<file path="src/rtl/pulse_gen_pkg.sv">
// ---------------------------------------------------------------------------
// pulse_gen_pkg
// Shared definitions for the pulse generator and its prescaler:
//   TIMING_DEFAULT : default prescaler terminal value (tick every TIMING+1 clks)
//   PERIOD_W       : width of period, shadow and tick counters
//   MIN_PERIOD     : smallest period that yields one high and one low tick
//   state_t        : generator FSM states
//   clamp_period() : raises requested periods below MIN_PERIOD to MIN_PERIOD
// ---------------------------------------------------------------------------
package pulse_gen_pkg;

  localparam logic [4:0] TIMING_DEFAULT = 5'd10;
  localparam int         PERIOD_W       = 16;
  localparam logic [PERIOD_W-1:0] MIN_PERIOD = 16'd2;

  typedef enum logic [1:0] {
    IDLE = 2'd0,
    HIGH = 2'd1,
    LOW  = 2'd2
  } state_t;

  function automatic logic [PERIOD_W-1:0] clamp_period(input logic [PERIOD_W-1:0] p);
    return (p < MIN_PERIOD) ? MIN_PERIOD : p;
  endfunction

endpackage

</file>
<file path="src/rtl/pulse_gen_tick_gen.sv">
// ---------------------------------------------------------------------------
// tick_gen
// Free-running prescaler: counts 0..TIMING and wraps, asserting tick while the
// count sits at TIMING, i.e. one tick every TIMING+1 clocks.
// Ports:
//   CLK  in  : clock
//   rst  in  : synchronous active-high reset (count returns to 0)
//   tick out : high for one clock every TIMING+1 clocks
// ---------------------------------------------------------------------------
module tick_gen
  import pulse_gen_pkg::*;
#(
  parameter logic [4:0] TIMING = TIMING_DEFAULT
) (
  input  logic CLK,
  input  logic rst,
  output logic tick
);

  logic [4:0] r_count;

  // NOTE: sequential state is updated with non-blocking assignments so every
  // flop samples pre-edge values regardless of process ordering.
  always_ff @(posedge CLK) begin
    if (rst) begin
      r_count <= '0;
    end else if (r_count == TIMING) begin
      r_count <= '0;
    end else begin
      r_count <= r_count + 5'd1;
    end
  end

  assign tick = (r_count == TIMING);

endmodule

</file>
<file path="src/rtl/pulse_gen.sv">
// ---------------------------------------------------------------------------
// pulse_gen
// Tick-based pulse train generator. Each period starts with a rising edge and
// a one-clock cycle_done strobe; the pulse is high for floor(P/2) ticks and low
// for the remaining ticks. New periods are latched from a shadow register at
// the start of each period, so loads never disturb a period in progress.
// Dropping enable lets the current period finish before going idle.
// Ports:
//   CLK           in   : clock
//   rst           in   : synchronous active-high reset
//   enable        in   : run the pulse train
//   period_in     in   : requested period in ticks
//   period_load   in   : strobe, captures max(period_in, 2) into the shadow
//   pulse         out  : registered pulse train
//   cycle_done    out  : one-clock strobe coincident with each rising edge
//   period_active out  : period currently being generated
// ---------------------------------------------------------------------------
module pulse_gen
  import pulse_gen_pkg::*;
#(
  parameter logic [4:0]          TIMING     = TIMING_DEFAULT,
  parameter logic [PERIOD_W-1:0] PERIOD_RST = 16'd100
) (
  input  logic                CLK,
  input  logic                rst,
  input  logic                enable,
  input  logic [PERIOD_W-1:0] period_in,
  input  logic                period_load,
  output logic                pulse,
  output logic                cycle_done,
  output logic [PERIOD_W-1:0] period_active
);

  logic                w_tick;
  logic [PERIOD_W-1:0] w_high_len;

  state_t              r_state,      w_state_nxt;
  logic [PERIOD_W-1:0] r_period,     w_period_nxt;
  logic [PERIOD_W-1:0] r_tick_cnt,   w_tick_cnt_nxt;
  logic                r_pulse,      w_pulse_nxt;
  logic                r_cycle_done, w_cycle_done_nxt;
  logic [PERIOD_W-1:0] r_shadow;

  tick_gen #(.TIMING(TIMING)) u_tick_gen (
    .CLK  (CLK),
    .rst  (rst),
    .tick (w_tick)
  );

  assign w_high_len = r_period >> 1;

  // A load on the same clock as a period start lands in the shadow while
  // r_period takes the old shadow value, so it only affects the next period.
  always_ff @(posedge CLK) begin
    if (rst) begin
      r_shadow <= PERIOD_RST;
    end else if (period_load) begin
      r_shadow <= clamp_period(period_in);
    end
  end

  always_ff @(posedge CLK) begin
    if (rst) begin
      r_state      <= IDLE;
      r_period     <= PERIOD_RST;
      r_tick_cnt   <= '0;
      r_pulse      <= 1'b0;
      r_cycle_done <= 1'b0;
    end else begin
      r_state      <= w_state_nxt;
      r_period     <= w_period_nxt;
      r_tick_cnt   <= w_tick_cnt_nxt;
      r_pulse      <= w_pulse_nxt;
      r_cycle_done <= w_cycle_done_nxt;
    end
  end

  // NOTE: every output of this block is given a default first, so no path
  // leaves a signal unassigned and no latch is inferred.
  always_comb begin
    w_state_nxt      = r_state;
    w_period_nxt     = r_period;
    w_tick_cnt_nxt   = r_tick_cnt;
    w_pulse_nxt      = r_pulse;
    w_cycle_done_nxt = 1'b0;

    if (w_tick) begin
      unique case (r_state)
        IDLE: begin
          if (enable) begin
            w_state_nxt      = HIGH;
            w_period_nxt     = r_shadow;
            w_tick_cnt_nxt   = 16'd1;
            w_pulse_nxt      = 1'b1;
            w_cycle_done_nxt = 1'b1;
          end
        end
        HIGH: begin
          // tick_cnt keeps running into LOW so it reaches period_active
          // exactly at the end of the period.
          w_tick_cnt_nxt = r_tick_cnt + 16'd1;
          if (r_tick_cnt == w_high_len) begin
            w_state_nxt = LOW;
            w_pulse_nxt = 1'b0;
          end
        end
        LOW: begin
          if (r_tick_cnt == r_period) begin
            if (enable) begin
              w_state_nxt      = HIGH;
              w_period_nxt     = r_shadow;
              w_tick_cnt_nxt   = 16'd1;
              w_pulse_nxt      = 1'b1;
              w_cycle_done_nxt = 1'b1;
            end else begin
              w_state_nxt    = IDLE;
              w_tick_cnt_nxt = '0;
            end
          end else begin
            w_tick_cnt_nxt = r_tick_cnt + 16'd1;
          end
        end
        default: begin
          w_state_nxt    = IDLE;
          w_tick_cnt_nxt = '0;
          w_pulse_nxt    = 1'b0;
        end
      endcase
    end
  end

  assign pulse         = r_pulse;
  assign cycle_done    = r_cycle_done;
  assign period_active = r_period;

endmodule

</file>
<file path="config.mk">
export PLATFORM = sky130hd
export DESIGN_NAME = pulse_gen
export DESIGN_NICKNAME = d
export VERILOG_FILES = /design/src/rtl/pulse_gen_pkg.sv /design/src/rtl/pulse_gen_tick_gen.sv /design/src/rtl/pulse_gen.sv
export SDC_FILE = /design/constraint.sdc
export NUM_CORES = 1
export LEC_CHECK = 0
export ABC_AREA = 0
export CORE_UTILIZATION = 49
export DETAILED_ROUTE_END_ITERATION = 16
export GPL_TIMING_DRIVEN = 0
export HOLD_SLACK_MARGIN = 0.1
export PLACE_DENSITY_LB_ADDON = 0.3
export SLEW_MARGIN = 20
export SYNTH_ARGS = -nofsm -noshare
export SYNTH_HDL_FRONTEND = slang
export SYNTH_HIERARCHICAL = 1
export SYNTH_SLANG_ARGS = --single-unit
</file>
<file path="constraint.sdc">
create_clock -name CLK -period 1.7 [get_ports CLK]
set_input_delay 0.51 -clock CLK [delete_from_list [all_inputs] [get_ports CLK]]
set_output_delay 0.51 -clock CLK [all_outputs]
set_load 0.02 [all_outputs]
</file>
After elaboration in Yosys (flattened, before gate mapping):

Index checks and enable logic that the tools add are counted.
W data, S select, Z words.

* logic and storage cells: 47
* bits of input ports: 20
* register bits after elaboration: 57

* add/subtract/negate cells: 2
* muxes and demuxes: 20
* bitwise gates (word level): 1
* eq/ne operators: 8
* reductions and logical operators: 8
* order comparisons: 1

Operator list (count)
* $mux W16: 5
* $pmux W16 S3: 1
* $pmux W16 S2: 1
* $add A16 B1 Y16 const B: 1
* $eq A16 B15 Y1: 1
* $eq A16 B16 Y1: 1
* $lt A16 B2 Y1 const B: 1
* $mux W1: 7
* $mux W2: 3
* $ne A2 B2 Y1 const B: 3
* $pmux W2 S3: 1
* $reduce_and A3 Y1: 2
* $add A5 B1 Y5 const B: 1
* $eq A5 B4 Y1 const B: 1
* $reduce_and A4 Y1: 1
* $reduce_or A2 Y1: 2
* $pmux W1 S3: 1
* $eq A2 B1 Y1 const B: 1
* $eq A2 B2 Y1 const B: 1
* $logic_not A2 Y1: 1
* $pmux W1 S2: 1
* $reduce_and A2 Y1: 1
* $reduce_bool A2 Y1: 1
* $not A1 Y1: 1

Depth between registers and ports, before layout:

Gate-level depths: netlist (run 1).

* depth after elaboration: 3
* mapped depth: 8

Hierarchy:

The synthesis (run 1) kept the hierarchy.

Modules (own cells, without submodules)
* pulse_gen: times used 1, area an instance 2529.9 sq um, cells each 275
* tick_gen: times used 1, area an instance 209.0 sq um, cells each 20

Least setup slack after synthesis (run 1):

OpenSTA, ideal clock, no wires.

* kind: register -> register
* start point: reg r_period[1] (netlist: period_active[1])
* end point: reg r_period[10] (netlist: period_active[10])
* stages on the path, launching flop included: 8
* path buffers: 2
* arrival time: 1.799 ns
* setup slack: -0.170 ns
* clock period less this slack: 1.870 ns
* cell sequence: dfxtp_1 -> xor2_1 -> nor4_1 -> nand4_1 -> a211oi_2 -> buf_6 -> buf_12 -> mux2i_1

* word-level cells in the longest chain between the ends: 3

RTL lines
* start: declaration: line pulse_gen.sv:38 `logic [PERIOD_W-1:0] r_period, w_period_nxt;`
* start signal: assignment: line pulse_gen.sv:71 `r_period <= w_period_nxt;`
* $eq A16 B16 Y1: line pulse_gen.sv:108 `if (r_tick_cnt == r_period) begin`
* $ne A2 B2 Y1 (no source line)
* $reduce_and A3 Y1 (no source line)

Every way passes these cells.
A chain may end at the register's enable or synchronous reset.

Worst setup path after layout (run 1):

* start point: reg r_tick_cnt[7]
* end point: reg r_period[11] (netlist: period_active[11])

* word-level cells in the longest chain between the ends: 3

RTL lines
* start: declaration: line pulse_gen.sv:39 `logic [PERIOD_W-1:0] r_tick_cnt, w_tick_cnt_nxt;`
* start signal: assignment: line pulse_gen.sv:72 `r_tick_cnt <= w_tick_cnt_nxt;`
* $eq A16 B16 Y1: line pulse_gen.sv:108
* $ne A2 B2 Y1 (no source line)
* $reduce_and A3 Y1 (no source line)

Every way passes these cells.

==> reports/metrics.cfg, run 1 <==
[status]
status=finished, violations left
violations=negative setup slack

[clock_network]
clock-sinks=57
root_buffer=clkbuf_8
cts_buffers=9
clk_latency_ns=0.33
clk_pin_slew_worst_paths_ns=0.07
ctsHtreeMaxLevel=3
cts_tree=done
clockBufferDepth=2
cts_hold_buffers=0

[route]
drtAntennaViolNets=0
routed_wl_um=6506
drc_errors=0
vias=2265
routedWlPerCell_um=15.24
drt-pass1-iter-count=4
drt_first_iter_violations=160
vias_per_cell=5.304

[cells_and_area]
layout-drive-gt1-share=0.2493
fin_nets=375
antenna_cells=0
stdcell_count=427
fin_area_um2=3664
area_delta_synth_final_pct=33.76

[die]
die_x_um=76.77
rows=26
dieArea_um2=5893
core_um2=5238
start_util=0.5229
top_level_ports=38
die_y_um=76.77

[timing]
finalHoldViolCount=0
post-route-min-period_ns=1.936
max_freq_ghz=0.5166
max_slew_margin=0.6553
period_share=1.139
fin_ws_ns=-0.2358
hold_ws_ns=0.4343
skew_ns=0.007302
tightest_slew_ns=0.5171
tns_ns=-6.837
finalMaxSlewViolations=0
grt_setup_unrepaired=true
setup_violations=35

[power_and_ir_drop]
ir_drop_uv=559.0
power_density_nw_per_um2=767.0
p_leak_nw=1.581

[critical_path]
crit_type=flop to flop
required_ns=1.96
critPathLaunchType=flop
end_kind=flop
cp.arrival_ns=2.19
crit_path_max_fanout=10

[logic_synthesis]
synth_cells=295
synthesis.nets=318
yosysMostFrequentCell=dfxtp_1
synth-async-reset-ratio=0
synth.cells.most_frequent=dfxtp_1 (57), xor2_1 (45), nand2_1 (36)
netlist.area_leader.share=0.4166
syn_area_um2=2739
ys_warn_count=6
synth.ff_latch_count=57
ys_types=37
syn_avg_cell_area_um2=9.284
yosysSeqAreaShare=0.4166
synth_area_leader_cell=dfxtp_1
synth-main-ff-cell=dfxtp_1
synth_edf_count=0
synth.top_cells.by_area=dfxtp_1 (42%), xor2_1 (14%), mux2i_1 (12%)

[global_route]
grt_pass1_vias=2214
grt_antenna_before_repair=0
grt.total_usage=0.2369
grt-ovfl-total=0
grt_max_degree=11
grt_pass1_wl_um=10720

[placed_design]
io_buffers=36
dp_cells=401
gp_congestion=0.8763
pre_cts_ws_ns=-0.6873
hpwl_um=4272
place_area_um2=3209

[hold_path]
hold_class=flop to flop

[job]
drv_cap=0

==> cell type report <==
cell class                 count  area, µm²
inverter                       5      18.77
buffer                        14      98.84
fill                         417       1574
multi-input combinational    213       1612
sequential                    57       1169
tap                           70      87.58
clock inverter                 5      55.05
timing repair buffer          52      481.7
clock buffer                  11      141.4
==> registers in the layout (all words and copies together) (netlist names) <==
register	cells
pulse	1
u_tick_gen/r_count	5
r_tick_cnt	16
r_shadow	16
r_state	2
cycle_done	1
period_active	16
==> cells in the final DEF (no fill, tap or decap), types with 10 or more instances in the layout <==
cell type	n
dlygate4sd2_1	18
mux2i_1	32
dfxtp_1	37
nor3_2	16
dfxtp_2	19
xor2_1	45
nor2_1	25
nand2_1	36
clkbuf_8	10
buf_4	12
clkdlybuf4s50_1	18
==> worst max-delay path, stage by stage (launching register included) <==
cell and delay, ns:
dfxtp_4 0.37, xor2_1 0.17, nor4_2 0.31, nand4_1 0.16, buf_4 0.18, a211oi_4 0.21, buf_6 0.16, buf_12 0.13
mux2i_1 0.18
==> routing by layer <==
metal | part of all wire | wire length, µm | vias to the layer above | global-route usage
met5 | 0 | 0 | - | 0
met4 | 0.020 | 128 | 0 | 0.1288
met3 | 0.033 | 217 | 12 | 0.03452
met2 | 0.50 | 3277 | 60 | 0.4071
met1 | 0.44 | 2883 | 1067 | 0.2824
li1 | - | - | 1126 | -
==> report_power, final <==
part	switching, W	leakage, nW	internal [W]
Combinational	0.0000877	1.01	0.0000834
Sequential	0.0000202	0.473	0.00137
Clock	0.000542	0.0953	0.000711
Total	0.000650	1.58	0.00216
==> cell families after synthesis <==
family,Yosys count,share of synthesized area
buffers and inverters,25,0.04934
AOI/OAI and AO/OA,15,0.04569
and+or+nand+nor,115,0.2042
DFF,57,0.4166
muxes,32,0.1169
xor gates and xnor gates,48,0.1535
adders and majority gates,3,0.01371
==> through the flow <==
step                utilization  total power (W)
floorplan                     -         0.001502
global placement         0.6128         0.001575
detailed placement       0.6128         0.001578
CTS                      0.6847         0.002819
global route             0.6995         0.002905
finish                   0.6995         0.002810
==> path summary, 6_finish.rpt <==
| path | cells after the start | slack [ns] | endpoint | start |
|---|---|---|---|---|
| setup / recovery | 8 | -0.24 | period_active[11]$_SDFFE_PP0P_ | r_tick_cnt[7]$_SDFFE_PP0P_ |
| hold / removal | 1 | 0.43 | u_tick_gen/r_count[0]$_SDFF_PP0_ | u_tick_gen/r_count[0]$_SDFF_PP0_ |
| setup reg to reg | 8 | -0.24 | period_active[11]$_SDFFE_PP0P_ | r_tick_cnt[7]$_SDFFE_PP0P_ |
| hold reg to reg | 1 | 0.43 | u_tick_gen/r_count[0]$_SDFF_PP0_ | u_tick_gen/r_count[0]$_SDFF_PP0_ |
==> repair_timing <==
item                       CTS  global route
setup endpoints to repair   60            36
gates cloned                 1             0
pin swaps                   21             6
resized for setup           58            10
setup buffers                8             8
No activity file was read; power rests on OpenSTA's default activity.
==> run 2: changes to the inputs <==
--- a/config.mk
+++ b/config.mk
@@ -6,11 +6,12 @@
 export NUM_CORES = 1
 export LEC_CHECK = 0
 export ABC_AREA = 0
-export CORE_UTILIZATION = 49
+export CAP_MARGIN = 30
+export CORE_UTILIZATION = 50
 export DETAILED_ROUTE_END_ITERATION = 16
 export GPL_TIMING_DRIVEN = 0
 export HOLD_SLACK_MARGIN = 0.1
-export PLACE_DENSITY_LB_ADDON = 0.3
+export PLACE_DENSITY = 0.74
 export SLEW_MARGIN = 20
 export SYNTH_ARGS = -nofsm -noshare
 export SYNTH_HDL_FRONTEND = slang
==> constraint.sdc (replaced) <==
create_clock -name CLK -period 1.9 [get_ports CLK]
set_input_delay 0.57 -clock CLK [delete_from_list [all_inputs] [get_ports CLK]]
set_output_delay 0.57 -clock CLK [all_outputs]
set_load 0.02 [all_outputs]
==> reports/metrics.cfg, run 2 (synthesis results as in run 1) <==
[placed_design]
place_area_um2=3187  ; -0.70%
io_buffers=36  ; unchanged
gp_congestion=0.8861  ; +1.1%
dp_cells=401  ; unchanged
hpwl_um=4206  ; -1.5%

[timing]
setup_violations=4  ; -89%
skew_ns=0.006447  ; -0.0008550 ns
finalHoldViolCount=0  ; unchanged
max_slew_margin=0.5389  ; -0.1164
max_freq_ghz=0.5201  ; +0.69%
post-route-min-period_ns=1.923  ; -0.01318 ns
tns_ns=-0.06910  ; +6.767 ns
grt_setup_unrepaired=true
fin_ws_ns=-0.02265  ; +0.2132 ns
tightest_slew_ns=0.6916  ; +0.1746 ns
period_share=1.012  ; -0.1268
finalMaxSlewViolations=0  ; unchanged

[global_route]
grt_max_degree=11  ; unchanged
grt_pass1_wl_um=10140  ; -5.4%
grt_antenna_before_repair=0  ; unchanged
grt_pass1_vias=2137  ; -3.5%
grt-ovfl-total=0  ; unchanged
grt.total_usage=0.2255  ; -0.01139

[route]
drt-met1-wl_um=2805  ; -2.7%
vias_per_cell=5.320  ; +0.29%
routedWlPerCell_um=14.43  ; -5.3%
drt_first_iter_violations=116  ; -28%
wl_met2_um=2977  ; -9.2%
vias=2261  ; -0.18%
drtAntennaViolNets=0  ; unchanged
drc_errors=0  ; unchanged
drt-pass1-iter-count=4  ; unchanged
routed_wl_um=6131  ; -5.8%
dr_wl_met3_um=231  ; +6.5%
topRoutingLayerUsed=met4

[die]
die_x_um=76.01  ; -0.98%
core_um2=5205  ; -0.62%
die_y_um=76.01  ; -0.98%
dieArea_um2=5778  ; -2.0%
rows=26  ; unchanged
start_util=0.5262  ; +0.003268
top_level_ports=38  ; unchanged

[power_and_ir_drop]
ir_drop_uv=604.9  ; +8.2%
p_leak_nw=1.580  ; about the same
power_density_nw_per_um2=725.2  ; -5.4%
power.total_w=0.002616  ; -6.9%
internal_power_w=0.002034  ; -5.8%
p_sw_frac=0.2226  ; -0.008773
clockPowerShare=0.467  ; +0.021
p_comb_frac=0.058  ; -0.003
pwr-share-seq=0.475  ; -0.018
p_sw_w=0.0005822  ; -10%

[cells_and_area]
stdcell_count=425  ; -0.47%
antenna_cells=0  ; unchanged
post-route-util=0.6930  ; -0.006445
fin_nets=373  ; -0.53%
final_common_cell=xor2_1
final_cell_mix=xor2_1 (45), dfxtp_1 (39), nand2_1 (36)
layout-drive-gt1-share=0.1859  ; -0.06338
fin_area_um2=3607  ; -1.5%
area_delta_synth_final_pct=31.70

[status]
violations=negative setup slack
status=finished, violations left

[critical_path]
end_kind=flop
required_ns=2.16  ; +0.20 ns
crit_path_max_fanout=5  ; -5
critPathLaunchType=flop
crit_type=flop to flop
r2r-start=r_tick_cnt[13]$_SDFFE_PP0P_
startpoint=r_tick_cnt[13]$_SDFFE_PP0P_
cp.arrival_ns=2.18  ; about the same

[clock_network]
clk_pin_slew_worst_paths_ns=0.07  ; about the same
ctsHtreeMaxLevel=3  ; unchanged
clock-sinks=57  ; unchanged
root_buffer=clkbuf_8
clockBufferDepth=2  ; unchanged
clk_latency_ns=0.34  ; about the same
cts_tree=done
cts_buffers=9  ; unchanged

[job]
drv_cap=0  ; unchanged

[hold_path]
hp-start=u_tick_gen/r_count[0]$_SDFF_PP0_
hold_class=flop to flop

==> run 2: power by group through the flow <==
stage | Sequential, W | Clock [W] | Combinational (W)
6_report | 0.00124 | 0.00122 | 0.000152
5_1_grt | 0.00124 | 0.00130 | 0.000167
4_1_cts | 0.00124 | 0.00124 | 0.000149
3_5_place_dp | 0.00127 | 0 | 0.000146
3_3_place_gp | 0.00127 | 0 | 0.000143
2_1_floorplan | 0.00126 | 0 | 0.0000821
==> run 2: critical path, stage by stage, from the launching register on <==
cell and delay, ns:
dfxtp_4 0.36, xor2_1 0.16, nor4_1 0.33, nand4_1 0.15
buf_6 0.16, a211oi_2 0.19, buf_6 0.18, clkbuf_16 0.15
mux2i_1 0.16
==> run 2: worst paths after layout <==
check	endpoint	slack, ns	cells past startpoint
worst max-delay path	period_active[13]$_SDFFE_PP0P_	-0.02	8
worst min-delay path	u_tick_gen/r_count[0]$_SDFF_PP0_	0.44	1
worst max register to register	period_active[13]$_SDFFE_PP0P_	-0.02	8
worst min register to register	u_tick_gen/r_count[0]$_SDFF_PP0_	0.44	1
==> run 2: area by class of cell <==
cell class,count,area (µm²)
Fill cell,431,1598
Buffer,15,102.6
Tap cell,70,87.58
Sequential cell,57,1166
Inverter,5,18.77
Clock buffer,11,131.4
Multi-Input combinational cell,213,1546
Clock inverter,5,80.08
Timing Repair Buffer,49,474.2
==> run 2: what timing repair did <==
action | CTS | global route
cloned | 0 | 1
pin swaps | 8 | 6
hold buffers | 0 | 0
buffers inserted | 5 | 7
resized for setup | 29 | 27
setup endpoints to repair | 52 | 38
==> run 2: through the flow <==
step | hold WS (ns) | setup slack, ns
floorplan | 0.4296 | 0.02953
global placement | 0.4459 | -0.6647
detailed placement | 0.4505 | -0.6976
CTS | 0.4665 | 0.002602
global route | 0.4578 | -0.05751
finish | 0.4355 | -0.02265
==> run 2: routing by layer <==
layer  track usage  up-vias
met2        0.3727       47
met4       0.07692        0
met3       0.07425       13
li1              -     1119
met1        0.2754     1082
met5             0        -
